`config.mk`:
```
export PLATFORM = sky130hd
export DESIGN_NAME = lcd_nibble_writer
export DESIGN_NICKNAME = d
export VERILOG_FILES = /design/src/rtl/lcd_nibble_writer.sv
export SDC_FILE = /design/constraint.sdc
export NUM_CORES = 1
export LEC_CHECK = 0
export CORE_UTILIZATION = 35
export DETAILED_ROUTE_END_ITERATION = 10
export GPL_TIMING_DRIVEN = 1
export PLACE_DENSITY = 0.53
export SYNTH_ARGS = -nofsm -noshare
export SYNTH_HDL_FRONTEND = slang
export SYNTH_SLANG_ARGS = --single-unit
export TNS_END_PERCENT = 1
```
`constraint.sdc`:
```
create_clock -name Clock -period 3.5 [get_ports Clock]
set_input_delay 0.35 -clock Clock [delete_from_list [all_inputs] [get_ports Clock]]
set_output_delay 0.35 -clock Clock [all_outputs]
set_load 0.005 [all_outputs]
```
`src/rtl/lcd_nibble_writer.sv`:
```
// HD44780 4-bit write engine: runs the power-up init and configuration on its own,
// then turns each accepted byte into two E-strobed nibble writes followed by a settle wait.
module lcd_nibble_writer #(
  parameter int P_POWERUP    = 750000,
  parameter int P_WAIT_4MS   = 205000,
  parameter int P_WAIT_100US = 5000,
  parameter int P_WAIT_40US  = 2000,
  parameter int P_WAIT_CLEAR = 82000,
  parameter int P_E_SETUP    = 2,
  parameter int P_E_PULSE    = 12,
  parameter int P_NIBBLE_GAP = 50
) (
  input  logic       Clock,
  input  logic       Reset,
  input  logic [7:0] iData,
  input  logic       iRS,
  input  logic       iWrite,
  output logic       oReady,
  output logic       oLCD_E,
  output logic       oLCD_RS,
  output logic       oLCD_RW,
  output logic [3:0] oLCD_Data,
  output logic [3:0] oDbgState
);

  typedef enum logic [3:0] {
    PWR_WAIT  = 4'd0,
    INIT_NIB  = 4'd1,
    INIT_WAIT = 4'd2,
    CFG_BYTE  = 4'd3,
    IDLE      = 4'd4,
    NIB_SETUP = 4'd5,
    NIB_PULSE = 4'd6,
    NIB_GAP   = 4'd7,
    POST_WAIT = 4'd8
  } state_e;

  // Every state lasts N cycles: the counter is loaded with N-1 on entry and the
  // state is left on the cycle it reads zero.
  localparam logic [19:0] C_POWERUP  = 20'(P_POWERUP - 1);
  localparam logic [19:0] C_4MS      = 20'(P_WAIT_4MS - 1);
  localparam logic [19:0] C_100US    = 20'(P_WAIT_100US - 1);
  localparam logic [19:0] C_40US     = 20'(P_WAIT_40US - 1);
  localparam logic [19:0] C_CLEAR    = 20'(P_WAIT_CLEAR - 1);
  localparam logic [19:0] C_SETUP    = 20'(P_E_SETUP - 1);
  localparam logic [19:0] C_PULSE    = 20'(P_E_PULSE - 1);
  localparam logic [19:0] C_GAP      = 20'(P_NIBBLE_GAP - 1);
  localparam logic [19:0] C_INIT_NIB = 20'(P_E_SETUP + P_E_PULSE + P_NIBBLE_GAP - 1);
  localparam logic [19:0] C_E_LO     = 20'(P_NIBBLE_GAP);
  localparam logic [19:0] C_E_HI     = 20'(P_E_PULSE + P_NIBBLE_GAP);

  state_e      state_q, state_d;
  logic [19:0] cnt_q, cnt_d;
  logic [7:0]  byte_q, byte_d;
  logic        rs_q, rs_d;
  logic        nib_lo_q, nib_lo_d;
  logic [1:0]  init_idx_q, init_idx_d;
  logic [2:0]  cfg_idx_q, cfg_idx_d;
  logic [3:0]  data_q, data_d;
  logic        lcd_rs_q, lcd_rs_d;
  logic        e_q, e_d;
  logic        ready_q, ready_d;
  logic [7:0]  cfg_byte;

  always_comb begin
    case (cfg_idx_q)
      3'd0:    cfg_byte = 8'h28;
      3'd1:    cfg_byte = 8'h06;
      3'd2:    cfg_byte = 8'h0C;
      3'd3:    cfg_byte = 8'h01;
      default: cfg_byte = 8'h00;
    endcase
  end

  always_comb begin
    state_d    = state_q;
    cnt_d      = (cnt_q != 20'd0) ? cnt_q - 20'd1 : cnt_q;
    byte_d     = byte_q;
    rs_d       = rs_q;
    nib_lo_d   = nib_lo_q;
    init_idx_d = init_idx_q;
    cfg_idx_d  = cfg_idx_q;
    data_d     = data_q;
    lcd_rs_d   = lcd_rs_q;
    case (state_q)
      PWR_WAIT: begin
        if (cnt_q == 20'd0) begin
          state_d  = INIT_NIB;
          cnt_d    = C_INIT_NIB;
          data_d   = 4'h3;
          lcd_rs_d = 1'b0;
        end
      end
      INIT_NIB: begin
        if (cnt_q == 20'd0) begin
          state_d = INIT_WAIT;
          case (init_idx_q)
            2'd0:    cnt_d = C_4MS;
            2'd1:    cnt_d = C_100US;
            default: cnt_d = C_40US;
          endcase
        end
      end
      INIT_WAIT: begin
        if (cnt_q == 20'd0) begin
          init_idx_d = init_idx_q + 2'd1;
          if (init_idx_q == 2'd3) begin
            state_d = CFG_BYTE;
          end else begin
            state_d = INIT_NIB;
            cnt_d   = C_INIT_NIB;
            data_d  = (init_idx_q == 2'd2) ? 4'h2 : 4'h3;
          end
        end
      end
      CFG_BYTE: begin
        byte_d    = cfg_byte;
        rs_d      = 1'b0;
        cfg_idx_d = cfg_idx_q + 3'd1;
        state_d   = NIB_SETUP;
        cnt_d     = C_SETUP;
        nib_lo_d  = 1'b0;
        data_d    = cfg_byte[7:4];
        lcd_rs_d  = 1'b0;
      end
      IDLE: begin
        if (iWrite) begin
          byte_d   = iData;
          rs_d     = iRS;
          state_d  = NIB_SETUP;
          cnt_d    = C_SETUP;
          nib_lo_d = 1'b0;
          data_d   = iData[7:4];
          lcd_rs_d = iRS;
        end
      end
      NIB_SETUP: begin
        if (cnt_q == 20'd0) begin
          state_d = NIB_PULSE;
          cnt_d   = C_PULSE;
        end
      end
      NIB_PULSE: begin
        if (cnt_q == 20'd0) begin
          state_d = NIB_GAP;
          cnt_d   = C_GAP;
        end
      end
      NIB_GAP: begin
        if (cnt_q == 20'd0) begin
          if (!nib_lo_q) begin
            state_d  = NIB_SETUP;
            cnt_d    = C_SETUP;
            nib_lo_d = 1'b1;
            data_d   = byte_q[3:0];
          end else begin
            // Clear display / return home need the long settle time.
            state_d = POST_WAIT;
            cnt_d   = (!rs_q && byte_q <= 8'h03) ? C_CLEAR : C_40US;
          end
        end
      end
      POST_WAIT: begin
        if (cnt_q == 20'd0) begin
          state_d = (cfg_idx_q < 3'd4) ? CFG_BYTE : IDLE;
        end
      end
      default: state_d = PWR_WAIT;
    endcase
  end

  // E and ready are registered from the next state so they line up with the state change.
  always_comb begin
    ready_d = (state_d == IDLE);
    e_d     = (state_d == NIB_PULSE) ||
              ((state_d == INIT_NIB) && (cnt_d >= C_E_LO) && (cnt_d < C_E_HI));
  end

  always_ff @(posedge Clock or posedge Reset) begin
    if (Reset) begin
      state_q    <= PWR_WAIT;
      cnt_q      <= C_POWERUP;
      byte_q     <= 8'h00;
      rs_q       <= 1'b0;
      nib_lo_q   <= 1'b0;
      init_idx_q <= 2'd0;
      cfg_idx_q  <= 3'd0;
      data_q     <= 4'h0;
      lcd_rs_q   <= 1'b0;
      e_q        <= 1'b0;
      ready_q    <= 1'b0;
    end else begin
      state_q    <= state_d;
      cnt_q      <= cnt_d;
      byte_q     <= byte_d;
      rs_q       <= rs_d;
      nib_lo_q   <= nib_lo_d;
      init_idx_q <= init_idx_d;
      cfg_idx_q  <= cfg_idx_d;
      data_q     <= data_d;
      lcd_rs_q   <= lcd_rs_d;
      e_q        <= e_d;
      ready_q    <= ready_d;
    end
  end

  assign oReady    = ready_q;
  assign oLCD_E    = e_q;
  assign oLCD_RS   = lcd_rs_q;
  assign oLCD_RW   = 1'b0;
  assign oLCD_Data = data_q;
  assign oDbgState = state_q;

endmodule
```
==> results of run 1 <==
## cells in the final DEF (no fill, tap or decap), drive strengths merged, types with 3 or more instances in the layout
| cell type | synthesis | final |
|---|---|---|
| nand2 | 38 | 38 |
| dfstp | 13 | 13 |
| clkdlybuf4s50 | 0 | 22 |
| xnor2 | 7 | 7 |
| nand3 | 15 | 15 |
| nor2 | 30 | 30 |
| ha | 13 | 13 |
| and3 | 4 | 4 |
| buf | 15 | 16 |
| a21o | 3 | 3 |
| a221oi | 7 | 7 |
| a32o | 4 | 4 |
| nor2b | 6 | 6 |
| o22ai | 4 | 4 |
| inv | 18 | 18 |
| a2111oi | 3 | 3 |
| a211oi | 9 | 9 |
| dfrtp | 33 | 33 |
| o211ai | 3 | 3 |
| nor3 | 19 | 19 |
| a31oi | 5 | 5 |
| or3 | 7 | 7 |
| a21oi | 34 | 34 |
| a32oi | 4 | 4 |
| clkbuf | 9 | 7 |
| or4 | 3 | 3 |
| and2 | 5 | 5 |
| o21a | 5 | 5 |
| nand2b | 7 | 7 |
| mux2i | 3 | 3 |
| nor4 | 7 | 7 |
| o21ai | 29 | 29 |
| o311ai | 3 | 3 |
## cells by family (layout without fill, tap and decap cells)
logic type	Yosys count	count (layout)	share of synthesized area (%)
AND/OR/NAND/NOR	152	152	26.2
other	1	1	0.106
flip-flops	46	46	33.0
XOR/XNOR	9	9	2.23
multiplexers	4	4	1.17
buffers and inverters	42	64	6.34
AO/OA/AOI/OAI	132	132	26.1
adder cells (fa/ha/maj)	14	14	4.89
## state kept, by name, summed over array words and instances (netlist names)
name        count
byte_q          8
nib_lo_q        1
init_idx_q      2
cfg_idx_q       3
rs_q            1
oLCD_Data       4
oLCD_E          1
oLCD_RS         1
oDbgState       4
cnt_q          20
oReady          1
## layer usage
layer  up-vias  global-route usage, %  share of wire [%]
met5         -                      0                  0
met4         0                   7.58                2.0
met3        18                   3.86                5.1
met2       118                   36.2                 47
met1      1598                   29.3                 46
li1       1524                      -                  -
## report_power, final
group          switching, mW  leakage [nW]  internal, mW
clock                  0.190        0.0385         0.142
combinational         0.0148         0.823        0.0119
sequential                 0         0.577         0.532
## critical path: cells and delay by family (launching register included)
kind | cells | cell delay (ns)
simple gates | 4 | 1.16
compound gates | 4 | 0.96
flops | 1 | 0.39
buf+inv | 2 | 0.32
fa+ha+maj | 1 | 0.26
## cell type report
| cell class | instances | area (um2) |
|---|---|---|
| clock inverter | 1 | 7.51 |
| timing repair buffer | 38 | 340 |
| multi-input combinational | 312 | 2140 |
| tap | 133 | 166 |
| sequential | 46 | 1170 |
| inverter | 18 | 67.6 |
| clock buffer | 7 | 76.3 |
| fill | 1005 | 5810 |
## worst max-delay path by stage
stage / from / to / slack [ns] / cells past startpoint
2_1_floorplan: cnt_q[0] / oLCD_E / 0.86 / 10
3_3_place_gp: iWrite / oLCD_E / 0.36 / 9
3_5_place_dp: cnt_q[1] / oLCD_E / 0.35 / 11
4_1_cts: cnt_q[1] / oLCD_E / 0.34 / 11
5_1_grt: cnt_q[1] / oLCD_E / 0.04 / 11
6_report: cnt_q[1] / oLCD_E / 0.31 / 11
==> out/summary.txt, run 1 <==
Outcome = complete, no violations
Most common cell in the synthesized netlist = nand2_1
Drt wl/cell = 19.4 um
Sequential share of the synthesized area = 33.0%
HPWL after detailed placement = 8080 um
Setup violations, final = 0
Initial antenna violation count = 0
Largest stage delay, worst path = 0.45 ns
Worst-path maximum fanout = 18
R2R cell count = 11
DR DRC count = 0
Post-Route WL = 10,700 um
RSZ-0062 raised after global routing = no
Placed inst area = 3880 um2
GRT Util Overall = 22.0%
Design area = 3970 um2
I/O pin cnt = 24
Kind of critical path = reg2reg
Overflow after GRT = 0
First-pass GRT wire length = 17,500 um
Placed cells = 547
CP max stage cell = a32oi_1
Max VDD drop = 111 uV
WHS = 0.497 ns
Max-slew headroom = 35.5%
Number of global-route vias before repair = 3,258
Area Overhead vs Synth = 12.3%
Final core area utilization = 40.6%
WP data arrival = 3.39 ns
Yosys warns = 0
Overall Power = 891 uW
Hold_sp = byte_q[0]
Vias per cell = 5.87
Placer Congestion = 0.953
Worst Hold End = byte_q[0]
Post-synth EDFFs = 0
HP Class = reg2reg
DR vias = 3,258
Post-Syn Instances = 400
Synthesis-stage register bit count = 46
Clock-pin slew on the worst setup and hold paths = 0.09 ns
CP Capture Type = register
Setup bufs post-CTS = 0
Hold path cells = 2
DRT Pass-1 Iters = 5
Max-slew violation count = 0
NumNets Final = 446
Clk root buf = clkbuf_8
Initial DRC Count = 301
Period minus WS final = 3.19 ns
Synth area leaders = dfrtp_1, dfstp_2, a21oi_1
Reg-to-reg endpoint = oLCD_E
Async SR Flop Fraction = 100%
Synth cell count leaders = nand2_1, a21oi_1, dfrtp_1, nor2_1, o21ai_0
Fin worst setup slack = 0.311 ns
Mapped Area = 3530 um2
CTS Hold Bufs = 0
Clock buffer depth = 2
Final cell count without fillers = 555
R2r startpoint = cnt_q[1]
Max-cap check violation count = 0
Final Hold Viols = 0
Period utilisation layout = 91.1%
Dominant cell type by area after synthesis = dfrtp_1
Largest net degree at the start of global routing = 47
Yosys cell types = 79
Critical-path cell list = inv_1, ha_1, nor2b_1, nand3_4, nor2_2, inv_2, a32oi_1, a211o_1, a21oi_1, nor4b_2, a32o_2
Static leakage = 1.44 nW
Top FF cell, synth = dfrtp_1
Ant. Diodes = 0
Top cell type's share of synthesized area = 23.4%
Worst R2R Setup Slack = 0.31 ns
Layout cell share with drive strength beyond 1 = 15.9%
Power density over the cells = 224 nW/um2
Setup_tns = 0 ns
CTS Buf Count = 5
Die extent in x = 102 um
Clk Latency, worst-skew pair = 0.31 ns
Port buffer count = 22
Post-cts resize count = 0
Worst-Margin Slew = 0.967 ns
F_max = 314 MHz
CTS sink count = 46
Final Skew = 0.0151 ns
Element type at the critical path start = register
H-Tree Depth = 2
CTS tree = yes
DIE AREA = 10,500 um2
Critical path data required time = 3.70 ns
Number of cell rows = 36
Setup WS pre-CTS = 0.352 ns
Initial Util = 36.2%
Mapped Nets = 425
Routed Antenna Nets = 0
Syn avg cell area = 8.84 um2
Core Area = 9770 um2
Die Span Y = 102 um
Power figures use the tool's default switching activity.
==> run 2, diff against run 1 <==
Settings changed: DONT_BUFFER_PORTS set to 1, PLACE_DENSITY 0.53 to 0.5.
==> out/summary.txt, run 2 (synthesis gave the netlist of run 1 again) <==
R2r startpoint = oDbgState[0]
Kind of critical path = reg2reg
Setup bufs post-CTS = 0 (unchanged)
Max-slew headroom = 33.9% (-1.6 points)
Element type at the critical path start = register
Number of cell rows = 36 (unchanged)
Die Span Y = 102 um (unchanged)
Biggest regs = cnt_q x20, byte_q x8
Routed Antenna Nets = 0 (unchanged)
Crit-path leading delay family = compound AO/OA/AOI/OAI gates
Critical-path cell list = buf_4, a21oi_1, a2111oi_0, buf_4, nor3_1, or3_4, and3_4, nor4b_2, a32o_2
DIE AREA = 10,500 um2 (unchanged)
Biggest register = cnt_q
Power density over the cells = 252 nW/um2 (+12%)
Initial Util = 36.2% (unchanged)
NumNets Final = 420 (-5.8%)
CTS tree = yes
RSZ-0062 raised after global routing = no
WHS = 0.154 ns (-0.342 ns)
Post-cts resize count = 0 (unchanged)
R2R cell count = 9 (-2)
Crit path launch = oDbgState[0]
Initial antenna violation count = 0 (unchanged)
Most frequent CP cell = buf_4
Period utilisation layout = 92.0% (+0.89 points)
WP data arrival = 3.46 ns (+0.07 ns)
Bufs and invs on worst path = 2 (unchanged)
I/O pin cnt = 24 (unchanged)
CP Capture Type = register
HPWL after detailed placement = 7600 um (-5.9%)
Design area = 3740 um2 (-5.7%)
Placer Congestion = 0.948 (-0.55%)
Worst R2R Setup Slack = 0.28 ns (-0.03 ns)
Max-cap check violation count = 0 (unchanged)
DR DRC count = 0 (unchanged)
First-pass GRT wire length = 16,300 um (-6.6%)
CTS Hold Bufs = 0 (unchanged)
Setup violations, final = 0 (unchanged)
Largest net degree at the start of global routing = 47 (unchanged)
Core Area = 9770 um2 (unchanged)
Worst-path maximum fanout = 20 (+2)
Setup_tns = 0 ns (unchanged)
Largest stage delay, worst path = 0.85 ns (+0.40 ns)
DR vias = 3,085 (-5.3%)
Port buffer count = 0 (-100%)
Clk root buf = clkbuf_8
Worst-Margin Slew = 0.990 ns (+0.0236 ns)
Number of global-route vias before repair = 2,947 (-9.5%)
Post-Route WL = 10,200 um (-5.1%)
Largest register FFs = 20 (unchanged)
Final core area utilization = 38.3% (-2.3 points)
Initial DRC Count = 358 (+19%)
Clock buffer depth = 2 (unchanged)
Clk Latency, worst-skew pair = 0.30 ns (about the same)
CTS sink count = 46 (unchanged)
CTS Buf Count = 5 (unchanged)
Period minus WS final = 3.22 ns (+0.0311 ns)
Static leakage = 1.36 nW (-5.8%)
Fillcell total = 1,031 (+2.6%)
Placed inst area = 3630 um2 (-6.4%)
Commonest non-fill, non-tap cell in the layout = nand2_1
H-Tree Depth = 2 (unchanged)
HP Class = in2async
Clock-pin slew on the worst setup and hold paths = 0.09 ns (about the same)
Layout cell share with drive strength beyond 1 = 16.4% (+0.54 points)
Reg-to-reg endpoint = oLCD_E
Max VDD drop = 141 uV (+27%)
GRT Util Overall = 20.6% (-1.5 points)
CP max stage cell = dfrtp_1
Overflow after GRT = 0 (unchanged)
F_max = 311 MHz (-0.96%)
Ant. Diodes = 0 (unchanged)
Final Skew = 0.00490 ns (-0.0102 ns)
Vias per cell = 5.83 (-0.66%)
Drt wl/cell = 19.3 um (-0.42%)
Max-slew violation count = 0 (unchanged)
DRT Pass-1 Iters = 5 (unchanged)
Outcome = complete, no violations
Critical path data required time = 3.74 ns (+0.04 ns)
Area Overhead vs Synth = 5.91%
Die extent in x = 102 um (unchanged)
Final Hold Viols = 0 (unchanged)
Most frequent cells in the layout = nand2_1, a21oi_1, dfrtp_1
run 2: cell types whose count changed in the layout (fill, tap and decap cells not counted):
cell	change
clkdlybuf4s50_1	-22
bufinv_16	+1
clkbuf_1	-2
buf_4	-4
clkinvlp_4	-1
clkinv_2	+2
run 2: cell type report:
class                   count  area, um2  share of cell area [%]
multi-input cells         312       2140                    57.3
clock inverters             3       40.0                    1.07
repair buffers             12       90.1                    2.41
clock buffers               5       68.8                    1.84
well taps                 133        166                    4.45
flip-flops and latches     46       1170                    31.2
inverters                  18       67.6                    1.80
run 2: worst max-delay path by stage:
stage | endpoint | slack, ns | cells past startpoint
2_1_floorplan | oLCD_E | 0.86 | 10
3_3_place_gp | oLCD_E | 0.31 | 9
3_5_place_dp | oLCD_E | 0.32 | 9
4_1_cts | oLCD_E | 0.31 | 9
5_1_grt | oLCD_E | 0.16 | 9
6_report | oLCD_E | 0.28 | 9
run 2: per-stage QoR:
| stage | instances | total power, mW | worst slack (ns) |
|---|---|---|---|
| 3_5_place_dp | 521 | 0.554 | 0.325 |
| 4_1_cts | 529 | 0.958 | 0.308 |
| 3_3_place_gp | 521 | 0.554 | 0.312 |
| 6_report | 529 | 0.942 | 0.280 |
| 5_1_grt | 529 | 0.982 | 0.161 |
| 2_1_floorplan | 400 | 0.551 | 0.860 |
run 2: power breakdown:
part	leakage (nW)	switching (mW)	internal (mW)
Combinational	0.721	0.0105	0.000530
Sequential	0.577	0	0.532
Clock	0.0579	0.189	0.211
run 2: worst reg2reg max path: cells and delay by family, from the launching register on:
| family | cells | cell delay [ns] |
|---|---|---|
| AOI/OAI and AO/OA | 3 | 0.90 |
| buffers and inverters | 2 | 0.53 |
| DFF | 1 | 0.85 |
| and+or+nand+nor | 4 | 0.89 |
run 2: layer usage:
layer / global-route usage [%] / vias up / share of wire [%]
li1: - / 1473 / -
met1: 29.2 / 1493 / 46
met2: 31.8 / 102 / 45
met3: 3.46 / 17 / 6.0
met4: 6.37 / 0 / 2.1
met5: 0 / - / 0
==> run 3, diff against run 2 <==
Settings changed: GPL_ROUTABILITY_DRIVEN set to 0.
==> out/summary.txt, run 3 (synthesis gave the netlist of run 1 again) <==
Die Span Y = 102 um (unchanged)
Design area = 3730 um2 (-0.47%)
CTS tree = yes
Fin worst setup slack = 0.389 ns (+0.109 ns)
Number of global-route vias before repair = 2,997 (+1.7%)
Final core area utilization = 38.1% (-0.18 points)
Outcome = complete, no violations
Critical path data required time = 3.73 ns (about the same)
Static leakage = 1.35 nW (-0.62%)
F_max = 321 MHz (+3.5%)
Clk root buf = clkbuf_8
CTS Buf Count = 5 (unchanged)
Port buffer count = 0 (unchanged)
Initial DRC Count = 240 (-33%)
Power density over the cells = 235 nW/um2 (-6.4%)
Overflow after GRT = 0 (unchanged)
Most frequent cells in the layout = nand2_1, a21oi_1, dfrtp_1
Setup violations, final = 0 (unchanged)
GRT Util Overall = 20.3% (-0.25 points)
Multi-input gate area = 2140 um2 (unchanged)
Max-cap check violation count = 0 (unchanged)
DR vias = 3,081 (-0.13%)
RSZ-0062 raised after global routing = no
Initial Util = 36.2% (unchanged)
Placed cells = 521 (unchanged)
HP Class = in2async
Largest net degree at the start of global routing = 47 (unchanged)
Max VDD drop = 144 uV (+2.2%)
Setup bufs post-CTS = 0 (unchanged)
Overall Power = 877 uW (-6.9%)
Post-cts resize count = 0 (unchanged)
I/O pin cnt = 24 (unchanged)
Max-slew headroom = 35.2% (+1.3 points)
NumNets Final = 420 (unchanged)
Storage cell area = 1170 um2 (unchanged)
Biggest regs = cnt_q x20, byte_q x8
CP Capture Type = register
Ant. Diodes = 0 (unchanged)
Vias per cell = 5.82 (-0.13%)
Clk Latency, worst-skew pair = 0.30 ns (about the same)
Routed Antenna Nets = 0 (unchanged)
Fillcell total = 1,014 (-1.6%)
DRT Pass-1 Iters = 5 (unchanged)
Setup_tns = 0 ns (unchanged)
Layout cell share with drive strength beyond 1 = 16.2% (-0.25 points)
DIE AREA = 10,500 um2 (unchanged)
CTS Hold Bufs = 0 (unchanged)
Core Area = 9770 um2 (unchanged)
First-pass GRT wire length = 16,300 um (-0.17%)
Period minus WS final = 3.11 ns (-0.109 ns)
Post-Route WL = 9910 um (-2.8%)
Drt wl/cell = 18.7 um (-2.8%)
Period utilisation layout = 88.9% (-3.1 points)
Max-slew violation count = 0 (unchanged)
Die extent in x = 102 um (unchanged)
DR DRC count = 0 (unchanged)
Initial antenna violation count = 0 (unchanged)
Area Overhead vs Synth = 5.42%
WHS = 0.150 ns (-0.00421 ns)
HPWL after detailed placement = 7460 um (-1.9%)
CTS sink count = 46 (unchanged)
Clock-pin slew on the worst setup and hold paths = 0.09 ns (about the same)
H-Tree Depth = 2 (unchanged)
Largest register FFs = 20 (unchanged)
Element type at the critical path start = register
Final Skew = 0.00844 ns (+0.00354 ns)
Final Hold Viols = 0 (unchanged)
Biggest register = cnt_q
Commonest non-fill, non-tap cell in the layout = nand2_1
Kind of critical path = reg2reg
Placed inst area = 3630 um2 (unchanged)
WP data arrival = 3.34 ns (-0.12 ns)
Worst-path maximum fanout = 21 (+5.0%)
Setup WS pre-CTS = 0.339 ns (+0.0138 ns)
Worst R2R Setup Slack = 0.39 ns (+0.11 ns)
Clock buffer depth = 2 (unchanged)
Worst-Margin Slew = 0.970 ns (-0.0199 ns)
Final cell count without fillers = 529 (unchanged)
Number of cell rows = 36 (unchanged)
-- run 3: power by group --
part	leakage (nW)	switching (mW)	internal, mW
logic	0.722	0.0103	0.000530
clock network	0.0482	0.175	0.160
registers	0.577	0	0.532
total	1.35	0.186	0.692
-- run 3: worst max-delay path, cell delays in order (launching register included) --
cell and delay (ns):
dfrtp_1 0.78, or3b_2 0.29, a21oi_1 0.07, a2111oi_0 0.59, buf_4 0.22, nor3_1 0.04, or3_4 0.38, and3_4 0.16
nor4b_2 0.30, a32o_2 0.21
-- run 3: area by class of cell --
| type | count | share of cell area, % |
|---|---|---|
| inverters | 18 | 1.81 |
| well taps | 133 | 4.47 |
| repair buffers | 12 | 2.42 |
| clock buffers | 7 | 2.32 |
| multi-input cells | 312 | 57.5 |
| clock inverters | 1 | 0.134 |
| flip-flops and latches | 46 | 31.3 |
-- run 3: worst paths after layout --
| kind | start | depth (start not counted) | to |
|---|---|---|---|
| worst max-delay path | oDbgState[1] | 9 | oLCD_E |
| worst min-delay path | Reset | 1 | oDbgState[0] |
| worst max register to register | oDbgState[1] | 9 | oLCD_E |
| worst min register to register | byte_q[0] | 2 | byte_q[0] |
| max in group asynchronous | Reset | 1 | oLCD_E |
| min in group Clock | iWrite | 1 | byte_q[6] |
-- run 3: per-layer routing --
layer  wire length, um  part of all wire (%)  vias up  track usage, %
met5                 0                     0        -               0
met4               236                   2.4        0            6.70
met3               609                   6.1       16            5.22
met2              4370                    44      100            30.3
met1              4690                    47     1493            28.4
li1                  -                     -     1472               -
